--- config.mk ---
export PLATFORM = sky130hd
export DESIGN_NAME = ext_pipe
export DESIGN_NICKNAME = d
export VERILOG_FILES = /design/src/rtl/ext_pipe.sv
export SDC_FILE = /design/constraint.sdc
export NUM_CORES = 1
export LEC_CHECK = 0
export BUFFER_PORTS_ARGS = -buffer_cell sky130_fd_sc_hd__buf_2
export CAP_MARGIN = 20
export CORE_MARGIN = 2
export CORE_UTILIZATION = 30
export DETAILED_ROUTE_END_ITERATION = 8
export PLACE_DENSITY = 0.58
export SLEW_MARGIN = 20
export SYNTH_ARGS = -nofsm -noshare
export SYNTH_HDL_FRONTEND = slang
export SYNTH_SLANG_ARGS = --single-unit
--- constraint.sdc ---
create_clock -name clk -period 1.5 [get_ports clk]
set_input_delay 0.075 -clock clk [delete_from_list [all_inputs] [get_ports clk]]
set_output_delay 0.075 -clock clk [all_outputs]
set_load 0.005 [all_outputs]
--- src/rtl/ext_pipe.sv ---
// Registered immediate extender: decodes the extension mode on the input side and
// queues the extended value with its illegal-mode flag in a small output FIFO.
module ext_pipe #(
    parameter int IN_W  = 16,
    parameter int OUT_W = 32,
    parameter int DEPTH = 2,
    parameter int ERR_W = 8
) (
    input  logic               clk,
    input  logic               rstn,
    input  logic               in_valid,
    output logic               in_ready,
    input  logic [IN_W-1:0]    imm_in,
    input  logic [2:0]         ext_op,
    input  logic               flush,
    output logic               out_valid,
    input  logic               out_ready,
    output logic [OUT_W-1:0]   imm_out,
    output logic               illegal_out,
    output logic [ERR_W-1:0]   err_cnt
);

    localparam int PTR_W = (DEPTH > 1) ? $clog2(DEPTH) : 1;
    localparam int CNT_W = PTR_W + 1;

    localparam logic [2:0] OP_ZERO   = 3'b000;
    localparam logic [2:0] OP_SIGN   = 3'b001;
    localparam logic [2:0] OP_HIGH   = 3'b010;
    localparam logic [2:0] OP_BRANCH = 3'b011;
    localparam logic [2:0] OP_BYTE_S = 3'b100;
    localparam logic [2:0] OP_BYTE_Z = 3'b101;

    function automatic logic [ERR_W-1:0] sat_inc(input logic [ERR_W-1:0] v);
        return (&v) ? v : v + 1'b1;
    endfunction

    logic signed [OUT_W-1:0] w_sext;
    logic signed [OUT_W-1:0] w_branch;
    logic        [OUT_W-1:0] w_ext_p0;
    logic                    w_ill_p0;
    logic                    w_push;
    logic                    w_pop;

    logic [OUT_W-1:0] r_mem [DEPTH];
    logic             r_ill [DEPTH];
    logic [PTR_W-1:0] r_wr_ptr;
    logic [PTR_W-1:0] r_rd_ptr;
    logic [CNT_W-1:0] r_count;
    logic [ERR_W-1:0] r_err_cnt;

    // Input stage: combinational extension of the offered immediate
    assign w_sext   = {{(OUT_W-IN_W){imm_in[IN_W-1]}}, imm_in};
    assign w_branch = w_sext <<< 2;

    always_comb begin
        w_ext_p0 = '0;
        w_ill_p0 = 1'b0;
        case (ext_op)
            OP_ZERO:   w_ext_p0 = {{(OUT_W-IN_W){1'b0}}, imm_in};
            OP_SIGN:   w_ext_p0 = w_sext;
            OP_HIGH:   w_ext_p0 = {imm_in, {(OUT_W-IN_W){1'b0}}};
            OP_BRANCH: w_ext_p0 = w_branch;
            OP_BYTE_S: w_ext_p0 = {{(OUT_W-8){imm_in[7]}}, imm_in[7:0]};
            OP_BYTE_Z: w_ext_p0 = {{(OUT_W-8){1'b0}}, imm_in[7:0]};
            default:   w_ill_p0 = 1'b1;
        endcase
    end

    assign in_ready  = (r_count != CNT_W'(DEPTH));
    assign out_valid = (r_count != '0);
    assign w_push    = in_valid && in_ready && !flush;
    assign w_pop     = out_valid && out_ready && !flush;

    // Storage stage: entries are cleared on reset so the head is never X
    always_ff @(posedge clk or negedge rstn) begin
        if (!rstn) begin
            for (int i = 0; i < DEPTH; i++) begin
                r_mem[i] <= '0;
                r_ill[i] <= 1'b0;
            end
        end else if (w_push) begin
            r_mem[r_wr_ptr] <= w_ext_p0;
            r_ill[r_wr_ptr] <= w_ill_p0;
        end
    end

    always_ff @(posedge clk or negedge rstn) begin
        if (!rstn) begin
            r_wr_ptr <= '0;
            r_rd_ptr <= '0;
            r_count  <= '0;
        end else if (flush) begin
            r_wr_ptr <= '0;
            r_rd_ptr <= '0;
            r_count  <= '0;
        end else begin
            if (w_push) r_wr_ptr <= r_wr_ptr + 1'b1;
            if (w_pop)  r_rd_ptr <= r_rd_ptr + 1'b1;
            if (w_push && !w_pop)      r_count <= r_count + 1'b1;
            else if (!w_push && w_pop) r_count <= r_count - 1'b1;
        end
    end

    // Error counter survives flush; only reset clears it
    always_ff @(posedge clk or negedge rstn) begin
        if (!rstn)                  r_err_cnt <= '0;
        else if (w_push && w_ill_p0) r_err_cnt <= sat_inc(r_err_cnt);
    end

    assign imm_out     = r_mem[r_rd_ptr];
    assign illegal_out = r_ill[r_rd_ptr];
    assign err_cnt     = r_err_cnt;

endmodule

After elaboration in Yosys (flattened, before gate mapping):

Cells that the tools add are included.

* register bits after elaboration: 78
* word-level logic and storage cells: 65
* output and inout port bits: 43
* bits of input ports: 24

* $lt $le $gt $ge: 3
* muxes and demuxes: 21
* reductions and logical operators: 19
* add/sub/neg operators: 5
* equal/unequal tests: 6
* bitwise logic cells: 3

Operators with widths (number)
* 32-bit case mux with 6 select lines: 1
* 32-bit two-way mux: 4
* 64-bit bitwise mux: 1
* 32-bit demux with 1-bit select: 1
* 1-bit two-way mux: 9
* 8-bit by 1-bit adder with 8-bit output, second input constant: 1
* 1-bit logical AND: 8
* 8-bit AND reduction: 1
* 3-bit by 2-bit == test with 1-bit output, second input constant: 2
* 3-bit == test, second input constant: 2
* 2-bit two-way mux: 3
* 2-bit nonzero test: 3
* 6-bit OR reduction: 1
* 2-bit greater-or-equal comparator, second input constant: 2
* 1-bit NOT with 2-bit output: 2
* 3-bit by 1-bit == test with 1-bit output, second input constant: 1
* 1-bit zero test: 3
* 3-bit zero test: 1
* 3-bit nonzero test: 1
* 1-bit adder, second input constant: 2
* 2-bit by 1-bit adder with 2-bit output, second input constant: 1
* 2-bit bitwise mux: 1
* 2-bit by 1-bit less-than comparator with 1-bit output, second input constant: 1
* 2-bit != test, second input constant: 1
* 4 further kinds: 4

Logic depth before layout (Yosys ltp):

* word-level depth: 8
* depth in mapped cells: 7
* mapped depth without buffers: 5

Worst setup path before layout:

OpenSTA, ideal clock, no wires.

* kind: register to register
* start: register r_count[1]
* end: register r_mem[10] in the netlist's numbering
* period minus slack after synthesis: 1.539 ns
* setup slack: -0.039 ns
* buffers on the path: 1
* data required time: 1.375 ns
* stages on the path, launching flop included: 6
* data arrival time: 1.414 ns
* setup time: 0.125 ns
* path through: dfrtp_1 nor2b_2 inv_1 nand3_4 buf_4 mux2_2

* word-level cells in the longest chain between the ends: 3

RTL lines
* start, declared: RTL line 48 `logic [CNT_W-1:0] r_count;`
* start signal, assigned: RTL line 99 `if (w_push && !w_pop) r_count <= r_count + 1'b1;`
* start signal, assigned: RTL line 100 `else if (!w_push && w_pop) r_count <= r_count - 1'b1;`
* 2-bit != test: RTL line 69 `assign in_ready = (r_count != CNT_W'(DEPTH));`
* via in_ready: RTL line 12 `output logic in_ready,`
* 1-bit logical AND (2 in series): RTL line 71 `assign w_push = in_valid && in_ready && !flush;`
* end signal, assigned by index: RTL line 82 `r_mem[r_wr_ptr] <= w_ext_p0;`
* end, declared: RTL line 44 `logic [OUT_W-1:0] r_mem [DEPTH];`

The timed path passes the listed nets, and every way through them passes these cells.
A chain may end at the register's enable or synchronous reset.

Worst setup path in the final report:

* start: register r_rd_ptr
* end: output port imm_out[14]

* word-level cells in the longest chain between the ends: 4

RTL lines
* start, declared: RTL line 47 `logic [PTR_W-1:0] r_rd_ptr;`
* start signal, assigned: RTL line 98 `if (w_pop) r_rd_ptr <= r_rd_ptr + 1'b1;`
* 1-bit NOT with 2-bit output (implied by the code): RTL line 110 `assign imm_out = r_mem[r_rd_ptr];`
* 32-bit two-way mux (implied by the code) (3 in series): RTL line 110
* end, declared: RTL line 18 `output logic [OUT_W-1:0] imm_out,`

No other way between the ends. The select of a mux whose other input is x is not followed.

==> results.tsv <==
metric	value	unit
grt_max_degree	42	
synth-edff-count	0	
power.total	6820	uW
grt_usage	14.0	%
reg2reg_slack	0.02	ns
drc	0	
synth_nets	339	
clock_latency	0.34	ns
syn2layout_area_growth	34.1	%
r2r_cells	5	
detail-route-antenna-nets	0	
syn_area_per_cell	12.4	um^2
synth_area_leader_cell	dfrtp_1	
highest_layer	met5	
dieArea	13900	um^2
power.static_leakage	0.00254	uW
yosysSeqAreaShare	50.0	%
fmax	644	MHz
crit_type	register to primary output	
period_minus_slack	1.55	ns
core	12700	um^2
hold_viol_final	0	
htreeDepth	3	
viasPerCell	4.87	
cts.sinks	78	
routed_wl	9920	um
antenna_found_initial	1	
drv_cap	0	
synth_top_area_share	50.0	%
first_global_vias	2790	
holdWs	0.0693	ns
die_y	118	um
synth_ff_type	dfrtp_1	
grt-ovfl-total	0	
r2r_end	err_cnt[5]	
status	finished, violations left	
fin_crit_sh	104	%
dp_hpwl	6670	um
setup_violations	17	
cts_tree	built	
path_max_fanout	11	
ys_ff_latch	78	
yosysWarnings	0	
max-vdd-ir-drop	0.602	mV
fin_skew	0.00447	ns
cts_buffer_depth	2	
gp_congestion	0.780	
end_kind	primary output	
hold_path_depth	3	
rows	41	
timing.rr.start	r_count[1]	
async_flop_share	100	%
hold_start	out_ready	
met3WireLength	416	um
layout-drive-gt1-share	51.5	%
finalWorstSetupSlack	-0.0529	ns
worstMarginPinSlew	0.684	ns
synth_area	3900	um^2
arrival	1.48	ns
die_w	118	um
power_density	1300	nW/um^2
initialDrtViolationCount	98	
grt_pass1_wl	15200	um
hold_path.class	input port to register	
maxSlewHeadroom	54.4	%
wl_met1	4750	um
worst_setup_path_start_kind	register	
start_util	30.8	%
io_buffers	66	
nets	424	
maxSlewViolCount	0	
routed-wl-met2	4540	um
yosys.cell_types.count	44	
synth_area_leaders	dfrtp_1 50%, mux2_2 26%, a21o_1 2.5%	
worstHoldEndpoint	r_count[0]	
synthCells	314	
violations	negative setup slack	
clkTransAtPathRegs	0.06	ns
via_count	2805	
crit_required	1.42	ns
dr.pass1.iters	4	
post_drt_wl_per_cell	17.2	um
root_buffer	clkbuf_16	
antennaDiodeCount	0	
final_util	41.3	%
cts_buffers	9	
ioPinCount	67	
rsz0062_at_grt	true	
final cells by class:
cell class,instances,area (um^2)
Multi-Input combinational cell,213,1940
Timing Repair Buffer,94,842
Fill cell,1210,7440
Sequential cell,78,1950
Clock inverter,4,22.5
Inverter,3,11.3
Tap cell,172,215
Clock buffer,12,246
metal layers:
metal	global-route usage, %	vias to the layer above
li1	-	1318
met1	18.9	1408
met2	21.3	63
met3	3.44	14
met4	6.25	2
met5	0	-
metrics by stage:
step / setup WS (ns) / instances / TNS (ns) / instance area (um^2)
6_report: -0.0529 / 576 / -0.480 / 5230
5_1_grt: -0.0899 / 576 / -1.68 / 5230
4_1_cts: -0.0541 / 571 / -1.21 / 4890
3_5_place_dp: -0.0344 / 553 / -0.153 / 4580
3_3_place_gp: 0.0159 / 553 / 0 / 4580
2_1_floorplan: 0.00453 / 314 / 0 / 3910
critical path, cell delays in order (launching register included):
cell and delay [ns]:
dfrtp_2 0.46, clkbuf_16 0.21, mux2_2 0.34, buf_2 0.13
synth_stat cells, drive strengths merged (3+ instances only):
cell type / count
mux2: 94
dfrtp: 78
nand2: 20
nor2: 16
buf: 15
a21o: 13
a31oi: 10
o21ai: 9
a32oi: 7
a22o: 6
a21oi: 5
clkbuf: 5
nor2b: 5
xor2: 4
inv: 3
nand3: 3
flip-flops by register name, indices dropped and copies added, names as in the netlist:
name      cells
err_cnt       8
r_count       2
r_wr_ptr      1
r_ill         2
r_rd_ptr      1
r_mem        64
logic make-up (layout without fill, tap and decap cells):
kind of cell	count (synthesis)	after routing	share of synthesized area, %
AOI/OAI and AO/OA	52	52	9.33
muxes	95	95	27.4
adders and majority gates	1	1	0.321
buffers and inverters	23	113	3.24
xor gates and xnor gates	5	5	1.12
DFF	78	78	50.0
and+or+nand+nor	60	60	8.56
worst max path at each step:
stage | startpoint | to | slack, ns | depth (start not counted)
2_1_floorplan | r_count[1] | r_mem[34] | 0.005 | 4
3_3_place_gp | r_count[0] | r_mem[20] | 0.02 | 5
3_5_place_dp | ext_op[1] | r_mem[37] | -0.03 | 5
4_1_cts | r_rd_ptr | imm_out[24] | -0.05 | 3
5_1_grt | r_rd_ptr | imm_out[22] | -0.09 | 3
6_report | r_rd_ptr | imm_out[14] | -0.05 | 3
report_power, final:
| group | leakage (uW) | switching (uW) | internal (uW) |
|---|---|---|---|
| sequential | 0.00100 | 265 | 2580 |
| clock | 0.000132 | 863 | 1160 |
| combinational | 0.00140 | 745 | 1200 |
cell usage in the layout (no fill, tap or decap), drive strengths merged, types with 2 or more instances in the layout:
| cell | netlist | routed |
|---|---|---|
| o21ai | 9 | 9 |
| nor4 | 2 | 2 |
| nand2 | 20 | 20 |
| mux2 | 94 | 94 |
| clkbuf | 5 | 15 |
| dlygate4sd3 | 0 | 2 |
| a31oi | 10 | 10 |
| dfrtp | 78 | 78 |
| nand3 | 3 | 3 |
| a21o | 13 | 13 |
| a32oi | 7 | 7 |
| xor2 | 4 | 4 |
| and2 | 2 | 2 |
| a21oi | 5 | 5 |
| nor2 | 16 | 16 |
| nor2b | 5 | 5 |
| clkinv | 0 | 3 |
| inv | 3 | 3 |
| a22o | 6 | 6 |
| buf | 15 | 89 |
| nor3 | 2 | 2 |
timing repair:
item,CTS,global route
gates cloned,0,3
endpoints found under the setup margin,35,58
hold buffers,2,0
endpoints found under the hold margin,65,0
setup buffers,0,2
resized for setup,8,51
pin swaps,3,1
(Power assumes the default switching activity.)
